### config.mk
export PLATFORM = sky130hd
export DESIGN_NAME = exec_stage
export DESIGN_NICKNAME = d
export VERILOG_FILES = /design/src/rtl/exec_pkg.sv /design/src/rtl/exec_stage_alu.sv /design/src/rtl/exec_stage.sv
export SDC_FILE = /design/constraint.sdc
export NUM_CORES = 1
export LEC_CHECK = 0
export CAP_MARGIN = 20
export CORE_AREA = 2 2 201 203
export CTS_BUF_LIST = sky130_fd_sc_hd__clkbuf_4
export DETAILED_ROUTE_END_ITERATION = 8
export DIE_AREA = 0 0 203 205
export PLACE_DENSITY = 0.62
export SYNTH_ARGS = -nofsm -noshare
export SYNTH_HDL_FRONTEND = slang
export SYNTH_SLANG_ARGS = --single-unit
### constraint.sdc
create_clock -name i_clk -period 2.6 [get_ports i_clk]
set_clock_uncertainty 0.2 [all_clocks]
set_input_delay 0.26 -clock i_clk [delete_from_list [all_inputs] [get_ports i_clk]]
set_output_delay 0.26 -clock i_clk [all_outputs]
set_load 0.05 [all_outputs]
### src/rtl/exec_pkg.sv
// Shared types and constants for the execute stage and its ALU.
package exec_pkg;

   // Field widths of the held entry; exec_stage parameters default to these
   // and must stay equal to them.
   localparam int REG_W = 5;
   localparam int TAG_W = 8;

   localparam logic [3:0] OP_ADD = 4'b0000;
   localparam logic [3:0] OP_SUB = 4'b0001;

   localparam logic [1:0] SZ_B = 2'b00;
   localparam logic [1:0] SZ_H = 2'b01;
   localparam logic [1:0] SZ_W = 2'b10;
   localparam logic [1:0] SZ_D = 2'b11;

   // One instruction result as held in the output register or skid entry.
   typedef struct packed {
      logic [63:0]      result;
      logic [REG_W-1:0] rd;
      logic             we;
      logic             illegal;
      logic [TAG_W-1:0] tag;
   } entry_t;

   // Pipe occupancy: nothing held, output only, output plus skid.
   typedef enum logic [1:0] {
      ST_EMPTY = 2'b00,
      ST_ONE   = 2'b01,
      ST_FULL  = 2'b10
   } state_t;

   function automatic logic op_legal(input logic [3:0] op);
      return (op == OP_ADD) || (op == OP_SUB);
   endfunction

   function automatic logic [63:0] size_mask(input logic [1:0] sz);
      logic [63:0] mask;
      case (sz)
         SZ_B:    mask = 64'h0000_0000_0000_00FF;
         SZ_H:    mask = 64'h0000_0000_0000_FFFF;
         SZ_W:    mask = 64'h0000_0000_FFFF_FFFF;
         default: mask = 64'hFFFF_FFFF_FFFF_FFFF;
      endcase
      return mask;
   endfunction

endpackage

### src/rtl/exec_stage_alu.sv
// Combinational add/sub ALU with size truncation and zero extension.
module alu
   import exec_pkg::*;
(
   input  logic [3:0]  i_op,
   input  logic [1:0]  i_sz,
   input  logic [63:0] i_src1,
   input  logic [63:0] i_src2,
   output logic [63:0] o_dest
);

   logic [63:0] raw;

   // Full-width operation, then keep only the low bits of the operand size.
   always_comb begin
      raw = '0;
      case (i_op)
         OP_ADD:  raw = i_src1 + i_src2;
         OP_SUB:  raw = i_src1 - i_src2;
         default: raw = '0;
      endcase
      o_dest = raw & size_mask(i_sz);
   end

endmodule

### src/rtl/exec_stage.sv
// Execute stage: ALU plus a registered output and a one-entry skid buffer,
// so upstream ready can be a flop while throughput stays at one per cycle.
module exec_stage
   import exec_pkg::*;
#(
   parameter int REG_BITS = REG_W,
   parameter int TAG_BITS = TAG_W
) (
   input  logic                i_clk,
   input  logic                i_rst_n,
   input  logic                i_valid,
   output logic                o_ready,
   input  logic [3:0]          i_op,
   input  logic [1:0]          i_sz,
   input  logic [63:0]         i_src1,
   input  logic [63:0]         i_src2,
   input  logic [REG_BITS-1:0] i_rd,
   input  logic [TAG_BITS-1:0] i_tag,
   input  logic                i_flush,
   output logic                o_valid,
   input  logic                i_ready,
   output logic [63:0]         o_result,
   output logic [REG_BITS-1:0] o_rd,
   output logic                o_we,
   output logic                o_illegal,
   output logic [TAG_BITS-1:0] o_tag
);

   state_t      state;
   state_t      state_next;
   entry_t      out_q;
   entry_t      skid_q;
   entry_t      incoming;
   logic [63:0] alu_dest;
   logic        accept;
   logic        load_out_in;
   logic        load_out_skid;
   logic        load_skid;

   alu u_alu (
      .i_op   (i_op),
      .i_sz   (i_sz),
      .i_src1 (i_src1),
      .i_src2 (i_src2),
      .o_dest (alu_dest)
   );

   // Ready depends only on the state flop, never on i_ready.
   assign o_ready = (state != ST_FULL);
   assign o_valid = (state != ST_EMPTY);
   assign accept  = i_valid && o_ready && !i_flush;

   // Package the incoming instruction as it would be held.
   always_comb begin
      incoming.result  = alu_dest;
      incoming.rd      = i_rd;
      incoming.illegal = !op_legal(i_op);
      incoming.we      = (i_rd != '0) && op_legal(i_op);
      incoming.tag     = i_tag;
   end

   // Occupancy transitions and which register loads from where.
   always_comb begin
      state_next    = state;
      load_out_in   = 1'b0;
      load_out_skid = 1'b0;
      load_skid     = 1'b0;
      if (i_flush) begin
         state_next = ST_EMPTY;
      end else begin
         case (state)
            ST_EMPTY: begin
               if (accept) begin
                  state_next  = ST_ONE;
                  load_out_in = 1'b1;
               end
            end
            ST_ONE: begin
               if (i_ready) begin
                  if (accept) begin
                     load_out_in = 1'b1;
                  end else begin
                     state_next = ST_EMPTY;
                  end
               end else if (accept) begin
                  state_next = ST_FULL;
                  load_skid  = 1'b1;
               end
            end
            ST_FULL: begin
               if (i_ready) begin
                  state_next    = ST_ONE;
                  load_out_skid = 1'b1;
               end
            end
            default: state_next = ST_EMPTY;
         endcase
      end
   end

   // State register; reset drops everything held.
   always_ff @(posedge i_clk or negedge i_rst_n) begin
      if (!i_rst_n) begin
         state <= ST_EMPTY;
      end else begin
         state <= state_next;
      end
   end

   // Output and skid data registers.
   always_ff @(posedge i_clk or negedge i_rst_n) begin
      if (!i_rst_n) begin
         out_q  <= '0;
         skid_q <= '0;
      end else begin
         if (load_out_in) begin
            out_q <= incoming;
         end else if (load_out_skid) begin
            out_q <= skid_q;
         end
         if (load_skid) begin
            skid_q <= incoming;
         end
      end
   end

   assign o_result  = out_q.result;
   assign o_rd      = out_q.rd;
   assign o_we      = out_q.we;
   assign o_illegal = out_q.illegal;
   assign o_tag     = out_q.tag;

endmodule
==> results.toml <==
[synth]
synth_seq_cells = 160
synthCells = 1400
synth-edff-count = 0
yosys-top-cells-area = "dfrtp_1 (34%), ha_1 (6.8%), nand2_1 (6.1%), o21ai_0 (5.5%), a21oi_1 (5.2%)"
synth_common_cells = "nand2_1 (192), dfrtp_1 (160), o21ai_0 (128), a21oi_1 (123), clkbuf_1 (83)"
synthMuxAreaShare_pct = 3.002
synthSimpleGateAreaFrac_pct = 17.24
synth_top_family_by_area = "compound AO/OA/AOI/OAI gates"
synth_compound_area_share_pct = 26.16
postSynth.asyncResetShare_pct = 100.0
synth_area_per_cell_um2 = 8.395
yosys.area.top_type_share_pct = 34.07
synthFlopType = "dfrtp_1"
syn_area_um2 = 11750
yosysMostFrequentCell = "nand2_1"
synth_fa_ha_area_share_pct = 6.984
synthesis.nets = 1617
synth-xor-area-share_pct = 8.932
yosysTopAreaCell = "dfrtp_1"
ys_seq_area_share_pct = 34.07
synth_cell_types = 69
ys_warn_count = 0

[placed_design]
portBuffers = 232
pre_cts_slack_ps = -2849
placed_area_um2 = 17800
hpwl_mm = 33.11
gp_congestion = 0.9034

[sta]
final_max_slew_viol_count = 0
slew_headroom_pct = 27.55
hold_violations = 0
post-route-worst-setup-slack_ps = -1517
setup_viol_count_final = 112
tightestPinTransition_ps = 1086
rsz0062_at_grt = "yes"
period_minus_slack_ps = 4117
holdWs_ps = 45.02
max_clock_freq_ghz = 0.2429
fin_crit_sh_pct = 158.4

[finish]
fin_area_um2 = 20890
fill_cells = 3527
final_nets = 2265
syn2layout_area_growth_pct = 77.71
drive_above_1_share_pct = 41.80

[grt]
grt_overflow_total = 0
grt_usage_pct = 20.52
grt_pass1_wl_mm = 68.38
grt_max_degree = 109
grt_antenna_before_repair = 1
grt_pass1_vias = 13040

[clocking]
cts_tree = "yes"
clock_latency_ps = 560
clock_path_buffers = 2
numClockSinks = 160
path_clk_slew_ps = 130
cts_root_buf = "clkbuf_4"
htreeDepth = 4
cts_made_buffers = 17

[power]
power_density_nw_per_um2 = 461.9
leakage_nw = 9.204
peakVddDrop_uv = 252.6

[route]
drtAntennaViolNets = 0
first_iter_violations = 870
wire_per_inst_um = 17.27
num_vias = 13100
drc = 0
wirelength_mm = 44.67
via_per_inst = 5.065
dr.pass1.iters = 7

[status]
status = "complete, but fails checks"
failed_checks = "negative setup slack"

[die]
core_area_um2 = 39370
start_util_pct = 29.85
io_pins = 233
dieWidth_um = 203
die-area_um2 = 41620
row_count = 73
die_y_um = 205

[job]
drv_cap = 0

[hold_path]
min_path_type = "input port to asynchronous set/reset pin"

[setup_path]
cp-start-kind = "input port"
crit_arrival_ps = 4330
r2r_end = "o_result[11]$_DFFE_PN0P_"
reg2reg_slack_ps = 190
worst_r2r_path_depth = 6
cp_max_fo = 5
cp-startpoint = "i_src2[17]"
cp-end-kind = "flip-flop"
r2r-start = "state[0]$_DFFE_PN0P_"
cp-endpoint = "o_result[62]$_DFFE_PN0P_"
critPathKind = "input port to flip-flop"
critPathRequiredTime_ps = 2820
worst min path at each step:
stage / start / end / depth (start not counted)
global route: i_rst_n / skid_q[12]$_DFFE_PN0P_ / 3
CTS: i_rst_n / o_tag[6]$_DFFE_PN0P_ / 3
global placement: i_rst_n / skid_q[12]$_DFFE_PN0P_ / 2
detailed placement: i_rst_n / o_tag[6]$_DFFE_PN0P_ / 2
floorplan: i_rst_n / o_illegal$_DFFE_PN0P_ / 0
finish: i_rst_n / o_tag[6]$_DFFE_PN0P_ / 3
routing by layer:
metal	global-route usage, %	share of wire (%)
met5	0	0
met4	5.892	2.4
met3	2.339	4.2
met2	34.63	48
met1	27.70	45
kinds of logic (layout without fill, tap and decap cells):
kind of cell,after synthesis,in the layout
adder cells (fa/ha/maj),65,65
multiplexers,33,33
AO/OA/AOI/OAI,488,488
buffers and inverters,113,773
other,0,1
AND/OR/NAND/NOR,422,422
XOR/XNOR,119,119
flip-flops,160,160
layout by cell type (no fill, tap or decap), types with 45 or more instances in the layout:
cell type / Yosys / routed
nand2_1: 192 / 168
buf_4: 0 / 407
o21ai_1: 2 / 57
ha_1: 64 / 57
buf_6: 0 / 81
nor2_1: 66 / 45
clkdlybuf4s50_1: 0 / 203
dfrtp_1: 160 / 160
a21oi_1: 123 / 72
repair_timing:
action                                 in CTS  in global routing
hold buffers                                1                  0
pin swaps                                 195                169
endpoints found under the hold margin     160                  0
setup endpoints to repair                 116                117
resized for setup                         373                181
setup buffers                              65                 50
worst max-delay path, cell delays in order:
cell and delay, ps:
buf_6 90, or4_4 540, nor4_4 170, nand4bb_1 210
nor3_4 230, nand2b_4 110, or2_4 260, o31ai_4 220
xor2_1 100, ha_2 380, nand4_1 140, or4_1 540
nor2_1 130, o211ai_1 110, o211ai_1 120, buf_4 200
a31oi_4 100, o21ai_2 180, xnor2_2 130, o22ai_1 100
per-stage QoR:
step                      utilization, %  instances  setup TNS, ps  total power [mW]
after detailed placement           45.21       2468        -238430             6.928
after global placement             45.21       2468        -230730             6.881
final                              53.05       2586        -120640             9.647
after CTS                          50.24       2551         -99260             9.268
after global routing               53.05       2586        -135400             10.15
after floorplan                        -       1400        -125920             4.985
sequential cells by signal, summed over array words and instances, names as in the netlist:
register	flops
state	2
o_we	1
o_result	64
skid_q	79
o_tag	8
o_rd	5
o_illegal	1
cell type report:
cell class / count / area, µm² / area share [%]
sequential: 160 / 4004 / 19.17
clock buffer: 19 / 142.6 / 0.6830
multi-input combinational: 1127 / 9512 / 45.54
timing repair buffer: 717 / 6260 / 29.97
inverter: 25 / 93.84 / 0.4493
antenna: 1 / 2.502 / 0.01198
clock inverter: 12 / 214.0 / 1.024
tap: 525 / 656.9 / 3.145
report_power, final:
group	internal (mW)	total, mW	leakage, nW	switching [mW]
clock network	0.966	1.81	0.188	0.845
logic	2.35	4.95	6.90	2.59
registers	2.74	2.89	2.12	0.154
total	6.06	9.65	9.20	3.59
No activity file was read; power rests on OpenSTA's default activity.
